File: src/rtl/fetch_stage.sv
// -----------------------------------------------------------------------------
// fetch_stage
//
// Instruction-fetch stage plus IF/ID pipeline register for the five-stage
// RISC-V core. Holds the PC, issues instruction-memory requests, and absorbs
// multi-cycle memory latency and decode stalls with a one-entry hold buffer.
// Redirects (branch / jalr) and bubbles arrive from the control unit.
//
// Parameters
//   XLEN      datapath width
//   RESET_PC  PC value after reset
//   NOP       bubble encoding loaded into IF/ID on squash
//
// Ports
//   clk            in   rising-edge clock
//   rst            in   asynchronous active-high reset
//   if_we          in   1 = IF/ID may advance, 0 = ID stalled
//   flush          in   squash the instruction entering ID this cycle
//   m4_1_cnt       in   next-PC select: 00 seq, 01/11 branch, 10 jalr
//   branch_target  in   PC-relative branch/jal target
//   jalr_target    in   jalr target (bit 0 cleared internally)
//   imem_req       out  fetch request valid (decoded from state)
//   imem_addr      out  fetch address = current PC
//   imem_rdata     in   instruction word, valid when imem_ready = 1
//   imem_ready     in   data for this cycle's imem_addr is present
//   id_inst        out  IF/ID instruction
//   id_pc          out  IF/ID PC
//   id_pc4         out  IF/ID PC+4
//   id_valid       out  IF/ID holds a real instruction
//   fetch_busy     out  request outstanding and not yet answered
// -----------------------------------------------------------------------------
module fetch_stage #(
    parameter int              XLEN     = 32,
    parameter logic [XLEN-1:0] RESET_PC = '0,
    parameter logic [31:0]     NOP      = 32'h0000_0013
) (
    input  logic            clk,
    input  logic            rst,
    input  logic            if_we,
    input  logic            flush,
    input  logic [1:0]      m4_1_cnt,
    input  logic [XLEN-1:0] branch_target,
    input  logic [XLEN-1:0] jalr_target,
    output logic            imem_req,
    output logic [XLEN-1:0] imem_addr,
    input  logic [31:0]     imem_rdata,
    input  logic            imem_ready,
    output logic [31:0]     id_inst,
    output logic [XLEN-1:0] id_pc,
    output logic [XLEN-1:0] id_pc4,
    output logic            id_valid,
    output logic            fetch_busy
);

    typedef enum logic {
        S_REQ  = 1'b0,
        S_HOLD = 1'b1
    } state_t;

    localparam logic [XLEN-1:0] PC_INC = XLEN'(4);

    state_t          r_state, w_state_nxt;
    logic [XLEN-1:0] r_pc, w_pc_nxt;
    logic [31:0]     r_hold_inst, w_hold_inst_nxt;
    logic [XLEN-1:0] r_hold_pc, w_hold_pc_nxt;
    logic [31:0]     r_id_inst, w_id_inst_nxt;
    logic [XLEN-1:0] r_id_pc, w_id_pc_nxt;
    logic [XLEN-1:0] r_id_pc4, w_id_pc4_nxt;
    logic            r_id_valid, w_id_valid_nxt;

    logic            w_redirect;
    logic [XLEN-1:0] w_target;
    logic [XLEN-1:0] w_pc_plus4;
    logic [XLEN-1:0] w_hold_pc4;

    // A flush with sequential select is only a bubble; any other select
    // moves the PC. Encoding 11 behaves like 01.
    assign w_redirect = flush & (m4_1_cnt != 2'b00);
    assign w_target   = (m4_1_cnt == 2'b10) ? {jalr_target[XLEN-1:1], 1'b0}
                                            : branch_target;
    assign w_pc_plus4 = r_pc + PC_INC;
    assign w_hold_pc4 = r_hold_pc + PC_INC;

    // Request is suppressed during reset so memory never sees a stale address
    // being requested while state is being cleared.
    assign imem_req   = (r_state == S_REQ) & ~rst;
    assign imem_addr  = r_pc;
    assign fetch_busy = imem_req & ~imem_ready;

    assign id_inst    = r_id_inst;
    assign id_pc      = r_id_pc;
    assign id_pc4     = r_id_pc4;
    assign id_valid   = r_id_valid;

    always_comb begin
        w_state_nxt     = r_state;
        w_pc_nxt        = r_pc;
        w_hold_inst_nxt = r_hold_inst;
        w_hold_pc_nxt   = r_hold_pc;
        w_id_inst_nxt   = r_id_inst;
        w_id_pc_nxt     = r_id_pc;
        w_id_pc4_nxt    = r_id_pc4;
        w_id_valid_nxt  = r_id_valid;

        // Flush beats stall: the IF/ID slot is squashed whatever if_we says,
        // while id_pc/id_pc4 keep their old values.
        if (flush) begin
            w_id_inst_nxt  = NOP;
            w_id_valid_nxt = 1'b0;
        end

        unique case (r_state)
            S_REQ: begin
                if (w_redirect) begin
                    // Current request is abandoned; memory never answers it.
                    w_pc_nxt = w_target;
                end else if (!flush) begin
                    if (imem_ready && if_we) begin
                        w_id_inst_nxt  = imem_rdata;
                        w_id_pc_nxt    = r_pc;
                        w_id_pc4_nxt   = w_pc_plus4;
                        w_id_valid_nxt = 1'b1;
                        w_pc_nxt       = w_pc_plus4;
                    end else if (imem_ready) begin
                        // ID is stalled but the word has arrived: park it so
                        // the request can retire and the PC can move on.
                        w_hold_inst_nxt = imem_rdata;
                        w_hold_pc_nxt   = r_pc;
                        w_pc_nxt        = w_pc_plus4;
                        w_state_nxt     = S_HOLD;
                    end else if (if_we) begin
                        w_id_inst_nxt  = NOP;
                        w_id_valid_nxt = 1'b0;
                    end
                end
            end

            S_HOLD: begin
                if (flush) begin
                    // Held word is dropped. A plain bubble leaves the PC
                    // pointing past it, since that word was the one squashed.
                    w_state_nxt = S_REQ;
                    if (w_redirect) begin
                        w_pc_nxt = w_target;
                    end
                end else if (if_we) begin
                    w_id_inst_nxt  = r_hold_inst;
                    w_id_pc_nxt    = r_hold_pc;
                    w_id_pc4_nxt   = w_hold_pc4;
                    w_id_valid_nxt = 1'b1;
                    w_state_nxt    = S_REQ;
                end
            end

            default: begin
                w_state_nxt = S_REQ;
            end
        endcase
    end

    always_ff @(posedge clk or posedge rst) begin
        if (rst) begin
            r_state     <= S_REQ;
            r_pc        <= RESET_PC;
            r_hold_inst <= NOP;
            r_hold_pc   <= '0;
            r_id_inst   <= NOP;
            r_id_pc     <= '0;
            r_id_pc4    <= '0;
            r_id_valid  <= 1'b0;
        end else begin
            r_state     <= w_state_nxt;
            r_pc        <= w_pc_nxt;
            r_hold_inst <= w_hold_inst_nxt;
            r_hold_pc   <= w_hold_pc_nxt;
            r_id_inst   <= w_id_inst_nxt;
            r_id_pc     <= w_id_pc_nxt;
            r_id_pc4    <= w_id_pc4_nxt;
            r_id_valid  <= w_id_valid_nxt;
        end
    end

endmodule

File: config.mk
export PLATFORM = sky130hd
export DESIGN_NAME = fetch_stage
export DESIGN_NICKNAME = d
export VERILOG_FILES = /design/src/rtl/fetch_stage.sv
export SDC_FILE = /design/constraint.sdc
export NUM_CORES = 1
export LEC_CHECK = 0
export ABC_AREA = 0
export CELL_PAD_IN_SITES_DETAIL_PLACEMENT = 1
export CELL_PAD_IN_SITES_GLOBAL_PLACEMENT = 2
export CORE_ASPECT_RATIO = 0.75
export CORE_UTILIZATION = 31
export DETAILED_ROUTE_END_ITERATION = 16
export GPL_ROUTABILITY_DRIVEN = 1
export GPL_TIMING_DRIVEN = 0
export HOLD_SLACK_MARGIN = 0.05
export PLACE_DENSITY = 0.91
export SYNTH_ARGS = -nofsm -noshare
export SYNTH_HDL_FRONTEND = slang
export SYNTH_SLANG_ARGS = --single-unit
export TNS_END_PERCENT = 100
File: constraint.sdc
create_clock -name clk -period 7.2 [get_ports clk]
set_input_delay 1.44 -clock clk [delete_from_list [all_inputs] [get_ports clk]]
set_output_delay 1.44 -clock clk [all_outputs]
set_load 0.01 [all_outputs]
# == After elaboration in Yosys (flattened, before gate mapping) ==
# Cells that the tools add are included.
# classes
bitwise_logic,9
n_reduce_logical,5
muxes,45
n_eq_ne,10
n_addsub,2
# op_table
operator,n
32-bit 2-to-1 mux,25
32-bit one-hot mux with 2 select lines,4
32-bit by 3-bit adder with 32-bit output (second input constant),2
1-bit 2-to-1 mux,14
2-bit inequality test (second input constant),5
5-bit AND reduction,2
1-bit NOT,6
2-bit by 1-bit inequality test with 1-bit output (second input constant),2
4-bit by 3-bit inequality test with 1-bit output (second input constant),1
1-bit one-hot mux with 2 select lines,2
4-bit AND reduction,1
1-bit bitwise AND,3
3-bit inequality test (second input constant),1
2-bit equality test (second input constant),1
2-bit nonzero test,1
1-bit logical AND,1
# totals
regBits,194
output_inout_bits,131
word_cells,79
in_bits,103

# == Logic depth before layout (Yosys ltp) ==
# logic_depth
depth_word,7
ltp_mapped,7
mapped_depth_nobuf,6

# == Worst setup path before layout ==
# Ideal clock, no wire load.
# synth_timing
path_kind,input-to-output
from,input port imem_ready
to,output port fetch_busy
required_time_ps,5760
path_buffers,0
path_stages,1
arrival_ps,1730
slack_ps,4030
cell_sequence,nor3_1
# synth_via
elab_chain_len,2
# synth_rtl
element,line,source
from (decl),47,"input logic imem_ready,"
1-bit NOT,88,assign fetch_busy = imem_req & ~imem_ready;
1-bit bitwise AND,88,
to (decl),52,output logic fetch_busy
# No other way between the ends.

# == Final worst setup path ==
# layout_timing
from,register r_state
to,output port fetch_busy
# layout_via
elab_chain_len,3
# layout_rtl
element,line,source
from (decl),62,"state_t r_state, w_state_nxt;"
from (signal assigned),172,r_state <= w_state_nxt;
1-bit NOT (no line),--,
1-bit bitwise AND,86,assign imem_req = (r_state == S_REQ) & ~rst;
1-bit bitwise AND,88,
# No other way between the ends.

==> impl_metrics.sql <==
INSERT INTO impl_metrics (metric_group, metric, value, unit) VALUES
('power_and_ir_drop', 'power', '0.00375', 'W'),
('synthesis', 'synth.top_cells.by_count', 'dfrtp_1 (186), nand2_1 (101), mux2_2 (73), nor2_1 (73), o21ai_0 (57)', ''),
('critical_path', 'crit_top_cell', 'buf_2', ''),
('clocking', 'cts_tree', 'built', ''),
('synthesis', 'syn_area_per_cell', '10.2', 'sq um'),
('run_status', 'run_status', 'finished clean', ''),
('timing', 'rsz0062_at_grt', 'no', ''),
('route', 'postRouteWirelength', '39400', 'um'),
('synthesis', 'post_synthesis_instance_area', '0.0100', 'sq mm'),
('synthesis', 'ys_seq_elements', '192', ''),
('clocking', 'cts_root_buffer', 'clkbuf_16', ''),
('synthesis', 'dominant_cell_by_count_in_the_synthesized_netlist', 'dfrtp_1', ''),
('clocking', 'clk_transition_reported_paths', '0.07', 'ns'),
('cells_and_area', 'sequential_cell_area', '0.00481', 'sq mm'),
('cells_and_area', 'design.final.nets', '1344', ''),
('floorplan', 'total_number_of_placement_rows', '56', ''),
('place', 'placement.setup.worst_slack', '2.53', 'ns'),
('floorplan', 'fp.coreArea', '0.0315', 'sq mm'),
('power_and_ir_drop', 'power.share.switching', '34.4', '%'),
('global_routing', 'antenna_found_initial', '1', ''),
('global_routing', 'via_count_of_the_first_global_routing_pass', '9379', ''),
('floorplan', 'die_x', '210', 'um'),
('global_routing', 'grt_overflow_total', '0', ''),
('global_routing', 'globalRouteTotalUtil', '24.1', '%'),
('route', 'final_routed_wire_length_divided_by_cell_count', '23.8', 'um'),
('floorplan', 'die_area', '0.0331', 'sq mm'),
('floorplan', 'die_h', '158', 'um'),
('clocking', 'cts_buffers', '17', ''),
('timing', 'worstMarginPinSlew', '1.37', 'ns'),
('route', 'ant_nets', '0', ''),
('clocking', 'clock_sinks', '192', ''),
('critical_path', 'crit_path_cell_trace', 'buf_2, buf_2, buf_1, nor3_1, clkdlybuf4s50_1', ''),
('cells_and_area', 'drive_gt1_share', '12.0', '%'),
('power_and_ir_drop', 'total_leakage_power', '5.28', 'nW'),
('critical_path', 'worst_path_max_delay_cell', 'buf_1', ''),
('route', 'routed_via_density', '5.49', ''),
('critical_path', 'critPathArrivalTime', '2.96', 'ns'),
('synthesis', 'synth_enable_flop_cells', '0', ''),
('power_and_ir_drop', 'clock_power_share', '26.5', '%'),
('timing', 'max_clock_freq', '228', 'MHz'),
('synthesis', 'synthDominantAreaCellType', 'dfrtp_1', ''),
('synthesis', 'synth_top_area_share', '46.4', '%'),
('min_path', 'min-delay-path-class', 'reg2reg', ''),
('clocking', 'holdBufCountCts', '0', ''),
('route', 'drt-pass1-iter-count', '5', ''),
('timing', 'post-route-period-util', '61.0', '%'),
('synthesis', 'synth_warnings', '0', ''),
('route', 'detail_route.drc_violations', '0', ''),
('critical_path', 'cp_max_fo', '10', ''),
('critical_path', 'required_worst_endpoint', '5.76', 'ns'),
('clocking', 'clk_path_buf_depth', '2', ''),
('timing', 'fin_skew', '0.0161', 'ns'),
('synthesis', 'postSynth.asyncResetShare', '100', '%'),
('critical_path', 'end_kind', 'output port', ''),
('timing', 'finalSetupTns', '0', 'ns'),
('place', 'hpwl', '29000', 'um'),
('flow_run', 'cap_violations', '0', ''),
('timing', 'setup-violations-final', '0', ''),
('synthesis', 'synth_area_leaders', 'dfrtp_1 (46%), mux2_2 (8.2%), mux2i_1 (5.1%), nand2_1 (3.8%), o21ai_0 (2.8%)', ''),
('timing', 'timing.final.crit_period', '4.40', 'ns'),
('power_and_ir_drop', 'internal_power', '0.00246', 'W'),
('cells_and_area', 'multi_input_gate_area', '0.00484', 'sq mm'),
('floorplan', 'initial_standard_cell_utilization_of_the_core', '31.8', '%'),
('floorplan', 'pin_count', '234', ''),
('cells_and_area', 'syn_to_final_growth', '34.6', '%'),
('synthesis', 'syn_inst', '987', ''),
('global_routing', 'grt_max_degree', '119', ''),
('timing', 'report.final.hold_viol_count', '0', ''),
('power_and_ir_drop', 'power.switching', '0.00129', 'W'),
('power_and_ir_drop', 'comb_power_share', '31.6', '%'),
('power_and_ir_drop', 'power.sequential.fraction', '42.0', '%');
-- power groups by stage --
| stage | registers [W] | logic (W) | clock network (W) |
|---|---|---|---|
| after floorplan | 0.00158 | 0.000556 | 0 |
| after global placement | 0.00157 | 0.00115 | 0 |
| after detailed placement | 0.00159 | 0.00118 | 0 |
| after CTS | 0.00157 | 0.00119 | 0.00101 |
| after global routing | 0.00161 | 0.00128 | 0.00104 |
| final | 0.00157 | 0.00118 | 0.000993 |
-- through the flow --
step	hold WS, ns	instances	utilization [%]	cell area [sq um]
finish	0.478	1659	42.8	13500
global route	0.509	1659	42.8	13500
CTS	0.489	1657	42.8	13500
detailed placement	0.471	1625	40.9	12900
global placement	0.465	1624	40.8	12800
floorplan	0.480	987	-	10000
-- area by class of cell --
type,count,share of cell area [%]
Multi-Input combinational cell,702,35.8
Sequential cell,192,35.7
Timing Repair Buffer,233,17.4
Tap cell,406,3.76
Clock buffer,21,3.49
Buffer,84,2.61
Clock inverter,11,0.946
Inverter,9,0.306
Antenna cell,1,0.0185
-- cell usage in the layout (no fill, tap or decap), types with 18 or more instances in the layout --
cell type	n
nand4_1	19
mux2_2	73
buf_2	18
o21ai_0	57
nor2_1	73
nand3_1	23
a21oi_1	34
a211oi_1	34
xnor2_1	27
clkbuf_1	54
a22oi_1	32
mux2i_1	51
xor2_1	18
clkdlybuf4s50_1	231
dfrtp_1	186
nand2_1	101
-- registers in the layout (all words and copies together) (netlist names) --
name and flops:
r_hold_pc 32, id_pc4 30, id_inst 32, imem_addr 32, id_valid 1, r_hold_inst 32, id_pc 32, r_state 1
-- logic make-up after synthesis --
family                   after synthesis  synth area share, %
buffers and inverters                 93                 3.84
AND/OR/NAND/NOR                      294                 14.9
XOR/XNOR                              45                 3.93
AO/OA/AOI/OAI                        237                 15.8
flip-flops                           192                 48.0
multiplexers                         124                 13.3
adder cells (fa/ha/maj)                2                0.249
-- worst max-delay path, delay by kind of cell (launching register included) --
kind	cells	cell delay [ns]
flip-flops	1	0.39
buffers and inverters	4	1.97
AND/OR/NAND/NOR	1	0.15
-- per-layer routing --
| metal | vias up | routed length [um] | track usage (%) |
|---|---|---|---|
| li1 | 4089 | - | - |
| met1 | 4677 | 18000 | 33.6 |
| met2 | 293 | 17600 | 36.5 |
| met3 | 57 | 2720 | 5.67 |
| met4 | 0 | 1090 | 8.38 |
| met5 | - | 0 | 0 |
-- worst paths after layout --
path	start	to	slack (ns)	cells past startpoint
worst max-delay path	r_state$_DFF_PP0_	fetch_busy	2.80	5
worst min-delay path	id_pc4[6]$_DFFE_PP0P_	id_pc4[6]$_DFFE_PP0P_	0.48	2
worst max register to register	r_state$_DFF_PP0_	id_pc4[5]$_DFFE_PP0P_	4.08	6
worst min register to register	id_pc4[6]$_DFFE_PP0P_	id_pc4[6]$_DFFE_PP0P_	0.48	2
max in group asynchronous	rst	id_pc[21]$_DFFE_PP0P_	4.70	3
min in group asynchronous	rst	r_hold_inst[8]$_DFFE_PP0P_	1.50	2
(Power assumes the default switching activity.)
